## config.mk

```make
export PLATFORM = sky130hd
export DESIGN_NAME = fb_swap_ctrl_flat
export DESIGN_NICKNAME = d
export VERILOG_FILES = /design/src/rtl/fb_pkg.sv /design/src/rtl/fb_swap_ctrl_if.sv /design/src/rtl/fb_clear_walker.sv /design/src/rtl/fb_swap_ctrl.sv /design/src/flat_wrapper.sv
export SDC_FILE = /design/constraint.sdc
export NUM_CORES = 1
export LEC_CHECK = 0
export BUFFER_PORTS_ARGS = -buffer_cell sky130_fd_sc_hd__buf_2
export CORE_MARGIN = 4
export CORE_UTILIZATION = 37
export DETAILED_ROUTE_END_ITERATION = 10
export SYNTH_ARGS = -nofsm -noshare
export SYNTH_HDL_FRONTEND = slang
export SYNTH_SLANG_ARGS = --single-unit
```

## constraint.sdc

```tcl
create_clock -name clk -period 2.34 [get_ports clk]
set_clock_uncertainty 0.2 [all_clocks]
set_input_delay 0.234 -clock clk [delete_from_list [all_inputs] [get_ports clk]]
set_output_delay 0.234 -clock clk [all_outputs]
set_load 0.05 [all_outputs]
```

## src/rtl/fb_pkg.sv

```systemverilog
// Shared constants and types for the LED panel double-buffered frame store.
package fb_pkg;

  // Pixel words per panel half per bank.
  localparam int FB_WORDS     = 2048;
  // Pixel width in bits, laid out as {X,X,R,R,G,G,B,B}.
  localparam int PIX_W        = 8;
  // Word address width inside one panel half.
  localparam int FB_ADDR_W    = 11;
  // CPU address carries one extra bit above the word address to pick the half.
  localparam int CPU_ADDR_W   = FB_ADDR_W + 1;
  // Bit of the CPU address that selects the half: 0 = top, 1 = bottom.
  localparam int HALF_SEL_BIT = FB_ADDR_W;

  // Controller state encoding; kept as plain constants so the encoding is fixed.
  typedef logic [1:0] fb_state_t;
  localparam fb_state_t ST_IDLE         = 2'd0;
  localparam fb_state_t ST_CLEARING     = 2'd1;
  localparam fb_state_t ST_SWAP_PENDING = 2'd2;

  // One back-bank write as it leaves the controller.
  typedef struct packed {
    logic                 we_top;
    logic                 we_bot;
    logic [FB_ADDR_W-1:0] addr;
    logic [PIX_W-1:0]     data;
  } fb_wr_t;

  // Split a CPU pixel write into the per-half enables and the word address.
  function automatic fb_wr_t cpu_write(input logic [CPU_ADDR_W-1:0] cpu_addr,
                                       input logic [PIX_W-1:0]      cpu_data);
    fb_wr_t wr;
    wr.we_top = ~cpu_addr[HALF_SEL_BIT];
    wr.we_bot =  cpu_addr[HALF_SEL_BIT];
    wr.addr   =  cpu_addr[FB_ADDR_W-1:0];
    wr.data   =  cpu_data;
    return wr;
  endfunction

endpackage

```

## src/rtl/fb_swap_ctrl_if.sv

```systemverilog
// CPU-side request/handshake bundle of the frame-buffer swap controller.
interface fb_swap_ctrl_if;
  import fb_pkg::*;

  logic                  cpu_we;
  logic [CPU_ADDR_W-1:0] cpu_addr;
  logic [PIX_W-1:0]      cpu_data;
  logic                  cpu_clear;
  logic [PIX_W-1:0]      cpu_fill;
  logic                  cpu_swap;
  logic                  cpu_ready;
  logic                  swap_ack;

  // The CPU issues requests and watches ready/ack.
  modport master (
    output cpu_we, cpu_addr, cpu_data, cpu_clear, cpu_fill, cpu_swap,
    input  cpu_ready, swap_ack
  );

  // The controller accepts requests and reports ready/ack.
  modport slave (
    input  cpu_we, cpu_addr, cpu_data, cpu_clear, cpu_fill, cpu_swap,
    output cpu_ready, swap_ack
  );

endinterface

```

## src/rtl/fb_clear_walker.sv

```systemverilog
// Address walker for a back-bank clear: steps 0..FB_WORDS-1 once per cycle
// and holds the fill value latched at start.
module fb_clear_walker
  import fb_pkg::*;
#(
  parameter int WORDS = FB_WORDS,
  parameter int PW    = PIX_W
) (
  input  logic                 clk,
  input  logic                 rst,
  input  logic                 start,
  input  logic [PW-1:0]        fill_in,
  output logic [FB_ADDR_W-1:0] addr,
  output logic [PW-1:0]        fill,
  output logic                 active,
  output logic                 last
);

  // The word currently presented is the final one of the bank.
  assign last = active && (addr == FB_ADDR_W'(WORDS - 1));

  // Walk the address while active; stop after presenting the final word.
  always_ff @(posedge clk) begin
    if (rst) begin
      addr   <= '0;
      fill   <= '0;
      active <= 1'b0;
    end else if (start) begin
      // NOTE: state registers use non-blocking assignments so every flop in
      // the design samples the pre-edge values, independent of block order.
      addr   <= '0;
      fill   <= fill_in;
      active <= 1'b1;
    end else if (active) begin
      if (last) begin
        active <= 1'b0;
      end else begin
        addr <= addr + 1'b1;
      end
    end
  end

endmodule

```

## src/rtl/fb_swap_ctrl.sv

```systemverilog
// Double-buffered LED frame store controller: routes CPU pixel writes and
// bank clears to the back bank, and swaps banks only at a frame boundary.
module fb_swap_ctrl
  import fb_pkg::*;
#(
  parameter int FB_WORDS = fb_pkg::FB_WORDS,
  parameter int PIX_W    = fb_pkg::PIX_W
) (
  input  logic                 clk,
  input  logic                 rst,
  input  logic                 disp_done,
  fb_swap_ctrl_if.slave        cpu,
  output logic                 front_bank,
  output logic                 ram_we_top,
  output logic                 ram_we_bot,
  output logic [FB_ADDR_W-1:0] ram_wr_addr,
  output logic [PIX_W-1:0]     ram_wr_data,
  output logic [15:0]          frame_count
);

  fb_state_t            state;
  logic                 swap_ack_q;
  logic                 acc_clear;
  logic                 acc_swap;
  logic                 acc_we;
  logic [FB_ADDR_W-1:0] clr_addr;
  logic [PIX_W-1:0]     clr_fill;
  logic                 clr_active;
  logic                 clr_last;
  fb_wr_t               cpu_wr;

  // Requests are only taken in IDLE, and never while reset is asserted.
  assign cpu.cpu_ready = (state == ST_IDLE) && !rst;
  assign cpu.swap_ack  = swap_ack_q;

  // Clear beats swap beats write; losers in the same cycle are simply dropped.
  assign acc_clear = cpu.cpu_ready && cpu.cpu_clear;
  assign acc_swap  = cpu.cpu_ready && cpu.cpu_swap && !cpu.cpu_clear;
  assign acc_we    = cpu.cpu_ready && cpu.cpu_we && !cpu.cpu_clear && !cpu.cpu_swap;

  assign cpu_wr = cpu_write(cpu.cpu_addr, cpu.cpu_data);

  fb_clear_walker #(
    .WORDS (FB_WORDS),
    .PW    (PIX_W)
  ) u_walker (
    .clk     (clk),
    .rst     (rst),
    .start   (acc_clear),
    .fill_in (cpu.cpu_fill),
    .addr    (clr_addr),
    .fill    (clr_fill),
    .active  (clr_active),
    .last    (clr_last)
  );

  // Control FSM: bank-clear sequencing and frame-synchronous bank swap.
  always_ff @(posedge clk) begin
    if (rst) begin
      state      <= ST_IDLE;
      front_bank <= 1'b0;
      swap_ack_q <= 1'b0;
    end else begin
      swap_ack_q <= 1'b0;
      case (state)
        ST_IDLE: begin
          // A disp_done in this same cycle belongs to the frame already
          // showing, so it cannot complete the swap being requested now.
          if (acc_clear) begin
            state <= ST_CLEARING;
          end else if (acc_swap) begin
            state <= ST_SWAP_PENDING;
          end
        end
        ST_CLEARING: begin
          // The walker drops active after its final word; leaving one cycle
          // later keeps cpu_ready low while that last write is on the bus.
          if (!clr_active) begin
            state <= ST_IDLE;
          end
        end
        ST_SWAP_PENDING: begin
          if (disp_done) begin
            front_bank <= ~front_bank;
            swap_ack_q <= 1'b1;
            state      <= ST_IDLE;
          end
        end
        default: state <= ST_IDLE;
      endcase
    end
  end

  // Registered back-bank write port: clear words take precedence over CPU writes.
  always_ff @(posedge clk) begin
    if (rst) begin
      ram_we_top  <= 1'b0;
      ram_we_bot  <= 1'b0;
      ram_wr_addr <= '0;
      ram_wr_data <= '0;
    end else begin
      // NOTE: enables default low every cycle; address and data are left
      // unassigned on idle cycles so those flops hold their last value.
      ram_we_top <= 1'b0;
      ram_we_bot <= 1'b0;
      if (state == ST_CLEARING && clr_active) begin
        ram_we_top  <= 1'b1;
        ram_we_bot  <= 1'b1;
        ram_wr_addr <= clr_addr;
        ram_wr_data <= clr_fill;
      end else if (acc_we) begin
        ram_we_top  <= cpu_wr.we_top;
        ram_we_bot  <= cpu_wr.we_bot;
        ram_wr_addr <= cpu_wr.addr;
        ram_wr_data <= cpu_wr.data;
      end
    end
  end

  // Frame counter: counts every display end-of-frame pulse, wrapping at 16 bits.
  always_ff @(posedge clk) begin
    if (rst) begin
      frame_count <= '0;
    end else if (disp_done) begin
      frame_count <= frame_count + 16'd1;
    end
  end

endmodule

```

## src/flat_wrapper.sv

```systemverilog
// flat-port wrapper written by rule: the top's interface ports become plain ports
module fb_swap_ctrl_flat import fb_pkg::*;
#(
  parameter int FB_WORDS = fb_pkg::FB_WORDS,
  parameter int PIX_W    = fb_pkg::PIX_W
)
  (clk, rst, disp_done, front_bank, ram_we_top, ram_we_bot, ram_wr_addr, ram_wr_data, frame_count, cpu_cpu_we, cpu_cpu_addr, cpu_cpu_data, cpu_cpu_clear, cpu_cpu_fill, cpu_cpu_swap, cpu_cpu_ready, cpu_swap_ack);
  fb_swap_ctrl_if cpu_i ();
  input  logic clk;
  input  logic rst;
  input  logic disp_done;
  output logic front_bank;
  output logic ram_we_top;
  output logic ram_we_bot;
  output logic [FB_ADDR_W-1:0] ram_wr_addr;
  output logic [PIX_W-1:0] ram_wr_data;
  output logic [15:0] frame_count;
  input wire logic [$bits(cpu_i.cpu_we)-1:0] cpu_cpu_we;
  input wire logic [$bits(cpu_i.cpu_addr)-1:0] cpu_cpu_addr;
  input wire logic [$bits(cpu_i.cpu_data)-1:0] cpu_cpu_data;
  input wire logic [$bits(cpu_i.cpu_clear)-1:0] cpu_cpu_clear;
  input wire logic [$bits(cpu_i.cpu_fill)-1:0] cpu_cpu_fill;
  input wire logic [$bits(cpu_i.cpu_swap)-1:0] cpu_cpu_swap;
  output wire logic [$bits(cpu_i.cpu_ready)-1:0] cpu_cpu_ready;
  output wire logic [$bits(cpu_i.swap_ack)-1:0] cpu_swap_ack;
  assign cpu_i.cpu_we = cpu_cpu_we;
  assign cpu_i.cpu_addr = cpu_cpu_addr;
  assign cpu_i.cpu_data = cpu_cpu_data;
  assign cpu_i.cpu_clear = cpu_cpu_clear;
  assign cpu_i.cpu_fill = cpu_cpu_fill;
  assign cpu_i.cpu_swap = cpu_cpu_swap;
  assign cpu_cpu_ready = cpu_i.cpu_ready;
  assign cpu_swap_ack = cpu_i.swap_ack;
  fb_swap_ctrl #(.FB_WORDS(FB_WORDS), .PIX_W(PIX_W)) u_core (.clk(clk), .rst(rst), .disp_done(disp_done), .cpu(cpu_i), .front_bank(front_bank), .ram_we_top(ram_we_top), .ram_we_bot(ram_we_bot), .ram_wr_addr(ram_wr_addr), .ram_wr_data(ram_wr_data), .frame_count(frame_count));
endmodule
```

; ---- Yosys cells after proc, flatten, opt, wreduce, memory -nomap -nowiden
; Cells that the tools add are included.
[op_classes]
n_addsub = 2
n_mul = 0
n_div = 0
order_cmp = 0
n_eq_ne = 6
shift = 0
muxes = 17
bitwise = 4
reduce_logical = 19
[op_table]
columns = op, n
row1 = 11-bit 2-to-1 mux, 2
row2 = "16-bit by 1-bit adder with 16-bit output, second input constant", 1
row3 = 8-bit 2-to-1 mux, 2
row4 = "11-bit by 1-bit adder with 11-bit output, second input constant", 1
row5 = "11-bit equality test, second input constant", 1
row6 = 1-bit logical AND, 9
row7 = 1-bit 2-to-1 mux, 8
row8 = 2-bit 2-to-1 mux, 4
row9 = 2-bit one-hot mux with 3 select lines, 1
row10 = "2-bit != test, second input constant", 2
row11 = 1-bit inverter, 4
row12 = 2-bit AND reduction, 2
row13 = 2-bit OR reduction, 2
row14 = 1-bit logical NOT, 3
row15 = "3-bit by 1-bit != test with 1-bit output, second input constant", 1
row16 = 3-bit AND reduction, 1
row17 = "2-bit by 1-bit equality test with 1-bit output, second input constant", 1
row18 = "2-bit equality test, second input constant", 1
row19 = 2-bit logical NOT, 1
row20 = 2-bit nonzero test, 1
[word_totals]
ff_bits = 61
latchBits = 0
ram_bits = 0
romBits = 0
out_inout_bits = 40
n_memories = 0

; ---- Depth between registers and ports, before layout
[depth]
ltp_word = 7
mapped_depth = 6
mapped_depth_nobuf = 5

; ---- By module
; From an unflattened synthesis, not the netlist that was laid out.
[hier_totals]
hier_cells = 340
hier_area_um2 = 2925.3
[modules_own_cells]
columns = mod, instances, cells_each, area_per_inst_um2, seq_area_each_um2
row1 = fb_swap_ctrl, 1, 246, 2063.2, 820.8
row2 = fb_clear_walker, 1, 94, 862.1, 400.4

; ---- Worst setup path after synthesis
; OpenSTA, ideal clock, no wires.
[synth_timing]
kind = reg2reg
start = reg u_core.state[1]
end = reg u_core.ram_wr_addr[0]
setup_ps = 86
t_arrival_ps = 1605
t_required_ps = 2054
slack_ps = 449
path_stages_with_launch = 6
path_buffers = 1
cell_sequence = dfxtp_1 -> nor3_4 -> nand3_2 -> buf_6 -> mux2i_1 -> a211oi_1
[synth_via]
elab_chain_len = 6
word_cells_on_any_way = 9
[synth_rtl]
columns = element, line
row1 = start: declaration, fb_swap_ctrl.sv:21  ; fb_state_t state;
row2 = start signal: assignment, fb_swap_ctrl.sv:60  ; state <= ST_IDLE;
row3 = start signal: assignment, fb_swap_ctrl.sv:70  ; state <= ST_CLEARING;
row4 = start signal: assignment, fb_swap_ctrl.sv:72  ; state <= ST_SWAP_PENDING;
row5 = 2-bit logical NOT, fb_swap_ctrl.sv:33  ; assign cpu.cpu_ready = (state == ST_IDLE) && !rst;
row6 = 1-bit logical AND, fb_swap_ctrl.sv:33
row7 = net cpu_cpu_ready, flat_wrapper.sv:24  ; output wire logic [$bits(cpu_i.cpu_ready)-1:0] cpu_cpu_ready;
row8 = 1-bit logical AND (3 in a row), fb_swap_ctrl.sv:39  ; assign acc_we = cpu.cpu_ready && cpu.cpu_we && !cpu.cpu_clear && !cpu.cpu_swap;
row9 = 2-bit nonzero test (no line), n/a
row10 = end signal: assignment, fb_swap_ctrl.sv:109  ; ram_wr_addr <= clr_addr;
row11 = end signal: assignment, fb_swap_ctrl.sv:114  ; ram_wr_addr <= cpu_wr.addr;
row12 = end: declaration, fb_swap_ctrl.sv:16  ; output logic [FB_ADDR_W-1:0] ram_wr_addr,
; The timed path passes the listed nets, and every way through them passes these cells.
; A chain may end at the register's enable or synchronous reset.

; ---- Worst setup path after layout
[layout_timing]
start = reg u_core.u_walker.addr[0]
end = reg u_core.u_walker.addr[6]
[layout_via]
elab_chain_len = 4
word_cells_on_any_way = 5
[layout_rtl]
columns = element, line
row1 = start: declaration, fb_clear_walker.sv:13  ; output logic [FB_ADDR_W-1:0] addr,
row2 = start signal: assignment, fb_clear_walker.sv:38  ; addr <= addr + 1'b1;
row3 = "parallel branches: the longest is 4 deep, another holds 11-bit by 1-bit adder with 11-bit output", n/a
; Parallel ways; which one is timed is not known.

==> impl_metrics.env <==
export IMPL_tightest_slew_ns=0.498
export IMPL_relSlewSlack=0.668
export IMPL_clock_sinks=61
export IMPL_worst_ep_arrival_time_ns=1.94
export IMPL_cp_end_kind="flop"
export IMPL_dpl_instance_area_sq_um=3120
export IMPL_pwr_share_clk=0.406
export IMPL_grt_pass1_vias=2290
export IMPL_final_common_cell="buf_2"
export IMPL_ys_warn_count=0
export IMPL_synth_simple_gate_area_frac=0.225
export IMPL_gp_congestion=0.817
export IMPL_r2r_cells=5
export IMPL_hold_depth=3
export IMPL_crit_required_ns=2.37
export IMPL_synthDistinctLibCells=47
export IMPL_synth_edf_count=0
export IMPL_path_class="flop to flop"
export IMPL_post_cts_buffers=0
export IMPL_wl_per_cell_um=12.6
export IMPL_p_seq_frac=0.479
export IMPL_status="completed"
export IMPL_grt_max_degree=49
export IMPL_synthToLayoutAreaGrowth_pct=27.6
export IMPL_fp_dieArea_sq_um=8710
export IMPL_clkSlewWorstSetupHoldPaths_ns=0.06
export IMPL_layout_drive_gt1_share=0.268
export IMPL_power_internal_w=0.00171
export IMPL_synth_xor_area_frac=0.0455
export IMPL_synth_area_mux_share=0.0817
export IMPL_yosys_area_share_adder=0.00929
export IMPL_core_area_sq_um=6940
export IMPL_min_delay_path_class="input pin to flop"
export IMPL_synth_top_family_by_area="simple AND/OR/NAND/NOR gates"
export IMPL_combPwrFrac=0.115
export IMPL_synth_compound_gate_area_share=0.144
export IMPL_ys_seq_area_frac=0.453
export IMPL_critPathLaunchType="flop"
export IMPL_overflow=0
export IMPL_postSynthCellCount=294
export IMPL_rsz0062_at_grt="false"
export IMPL_synth_ff_type="dfxtp_1"
export IMPL_portBuffers=73
export IMPL_crit_fanout=8
export IMPL_synth_nets=330
export IMPL_root_buffer="clkbuf_8"
export IMPL_h_tree_depth=3
export IMPL_synthesis_area_sq_um=2700
export IMPL_ff2ff_setup_slack_ns=0.43
export IMPL_finalSetupTns_ns=0
export IMPL_routed_wl_um=6010
export IMPL_vias=2332
export IMPL_dr_pass1_iters=4
export IMPL_drtAntennaViolNets=0
export IMPL_nNetsFinal=413
export IMPL_dr_first_iter_drc_count=76
export IMPL_vias_per_cell=4.89
export IMPL_grt_pass1_wl_um=10400
export IMPL_hold_viol=0
export IMPL_insertion_delay_ns=0.33
export IMPL_rows=30
export IMPL_min_from="cpu_cpu_swap"
export IMPL_pwr_density_cell_nw_per_um2=672
export IMPL_die_h_um=93.3
export IMPL_synth_ff_latch_count=61
export IMPL_antenna_found_initial=0
export IMPL_cts_buffers_inserted=9
export IMPL_holdPathEnd="u_core.state[1]"
export IMPL_ys_async_sr_fraction=0
export IMPL_track_usage=0.149
export IMPL_most_common_layout_cells="73 x buf_2, 61 x dfxtp_1, 41 x nor2_1"
export IMPL_rr_startpoint="u_core.u_walker.addr[0]"
export IMPL_period_minus_slack_ns=1.91
export IMPL_die_w_um=93.3
export IMPL_drc_errors=0
export IMPL_place_hpwl_um=4060
export IMPL_p_sw_w=0.000597
export IMPL_cts_buffer_depth=2
export IMPL_r2r_end="u_core.u_walker.addr[6]"
export IMPL_postLayoutCellArea_sq_um=3440
export IMPL_boundaryPins=74
export IMPL_period_share=0.814
export IMPL_path_cells="ha_1 -> nand4_1 -> a211oi_1 -> a211oi_1 -> a31o_2"
export IMPL_ir_drop_uv=399
export IMPL_synth_area_per_cell_sq_um=9.17
export IMPL_maxSlewViolCount=0
export IMPL_cts_tree="built"
export IMPL_cpMaxStageDelayCell="dfxtp_1"
export IMPL_nFillCells=687
export IMPL_start_util=0.388
export IMPL_p_leak_nw=1.58
export IMPL_maxCapViolCount=0
export IMPL_diodes=0
export IMPL_swShare=0.258
export IMPL_cp_slowest_stage_delay_ns=0.40
export IMPL_max_freq_mhz=525
export IMPL_cp_common_cell="a211oi_1"
export IMPL_finalSetupViolCount=0
[critical path: cells and delay by family, from the launching register on]
kind                     cells  cell delay (ns)
flip-flops                   1             0.40
AO/OA/AOI/OAI                3             0.72
AND/OR/NAND/NOR              1             0.16
adder cells (fa/ha/maj)      1             0.32
[timing repair]
| item | in CTS | in global routing |
|---|---|---|
| hold buffers | 12 | 0 |
| endpoints found under the hold margin | 12 | 0 |
| resized for setup | 0 | 0 |
[cell families (layout without fill, tap and decap cells)]
| family | after synthesis | count (layout) |
|---|---|---|
| fa+ha+maj | 2 | 2 |
| flops | 61 | 61 |
| compound gates | 57 | 57 |
| simple gates | 115 | 115 |
| xor+xnor | 14 | 14 |
| mux | 22 | 22 |
| buf+inv | 23 | 110 |
[worst max-delay path by stage]
stage | from | end | depth (start not counted)
2_1_floorplan | u_core.state[1] | u_core.ram_wr_addr[0] | 5
3_3_place_gp | u_core.u_walker.addr[0] | u_core.u_walker.addr[6] | 5
3_5_place_dp | u_core.u_walker.addr[0] | u_core.u_walker.addr[6] | 5
4_1_cts | cpu_cpu_clear | u_core.u_walker.addr[6] | 6
5_1_grt | u_core.u_walker.addr[1] | u_core.u_walker.addr[6] | 5
6_report | u_core.u_walker.addr[0] | u_core.u_walker.addr[6] | 5
[final cells by class]
class	instances	area, sq um	area share
well taps	96	120	0.0349
flip-flops and latches	61	1220	0.355
clock buffers	11	151	0.0440
multi-input cells	210	1360	0.397
clock inverters	4	47.5	0.0138
repair buffers	88	508	0.148
inverters	7	26.3	0.00764
[power by group through the flow]
stage / Sequential (W) / Combinational (W) / Clock (W)
6_report: 0.00111 / 0.000265 / 0.000937
5_1_grt: 0.00111 / 0.000289 / 0.00102
3_3_place_gp: 0.00113 / 0.000250 / 0
3_5_place_dp: 0.00113 / 0.000251 / 0
2_1_floorplan: 0.00120 / 0.000109 / 0
4_1_cts: 0.00111 / 0.000268 / 0.000969
[routing by layer]
layer,routed length [um],vias to the layer above,part of all wire,global-route usage
li1,-,1208,-,-
met3,399,11,0.066,0.0547
met4,92,0,0.015,0.0562
met1,2850,1052,0.47,0.176
met2,2670,61,0.44,0.246
met5,0,-,0,0
[cells in the mapped netlist (7+ instances only)]
cell type	n	area [sq um]
clkbuf_1	7	26.3
a211oi_1	22	165
inv_1	7	26.3
nor2_1	41	154
mux2i_1	22	220
o21ai_0	11	55.1
xnor2_1	8	70.1
nand4_1	9	56.3
nand2b_1	8	50.1
nand2_1	19	71.3
dfxtp_1	61	1220
buf_2	7	35.0
a21oi_1	9	45.0
[through the flow]
stage / hold WS, ns / power, W / utilization / std cells / worst slack, ns
floorplan: 0.143 / 0.00131 / - / 294 / 0.449
detailed placement: 0.237 / 0.00138 / 0.449 / 450 / 0.452
CTS: 0.00348 / 0.00234 / 0.495 / 477 / 0.426
global route: 0.0181 / 0.00242 / 0.495 / 477 / 0.277
global placement: 0.234 / 0.00138 / 0.449 / 450 / 0.501
finish: 0.0139 / 0.00231 / 0.495 / 477 / 0.434
[sequential cells by signal (all words and copies together) (netlist names)]
name,count
u_core.u_walker.addr,11
u_core.cpu.swap_ack,1
u_core.front_bank,1
u_core.frame_count,16
u_core.ram_wr_addr,11
u_core.ram_wr_data,8
u_core.ram_we_top,1
u_core.ram_we_bot,1
u_core.state,2
u_core.u_walker.fill,8
u_core.u_walker.active,1
Note: power is estimated with default switching activity, not from simulation.
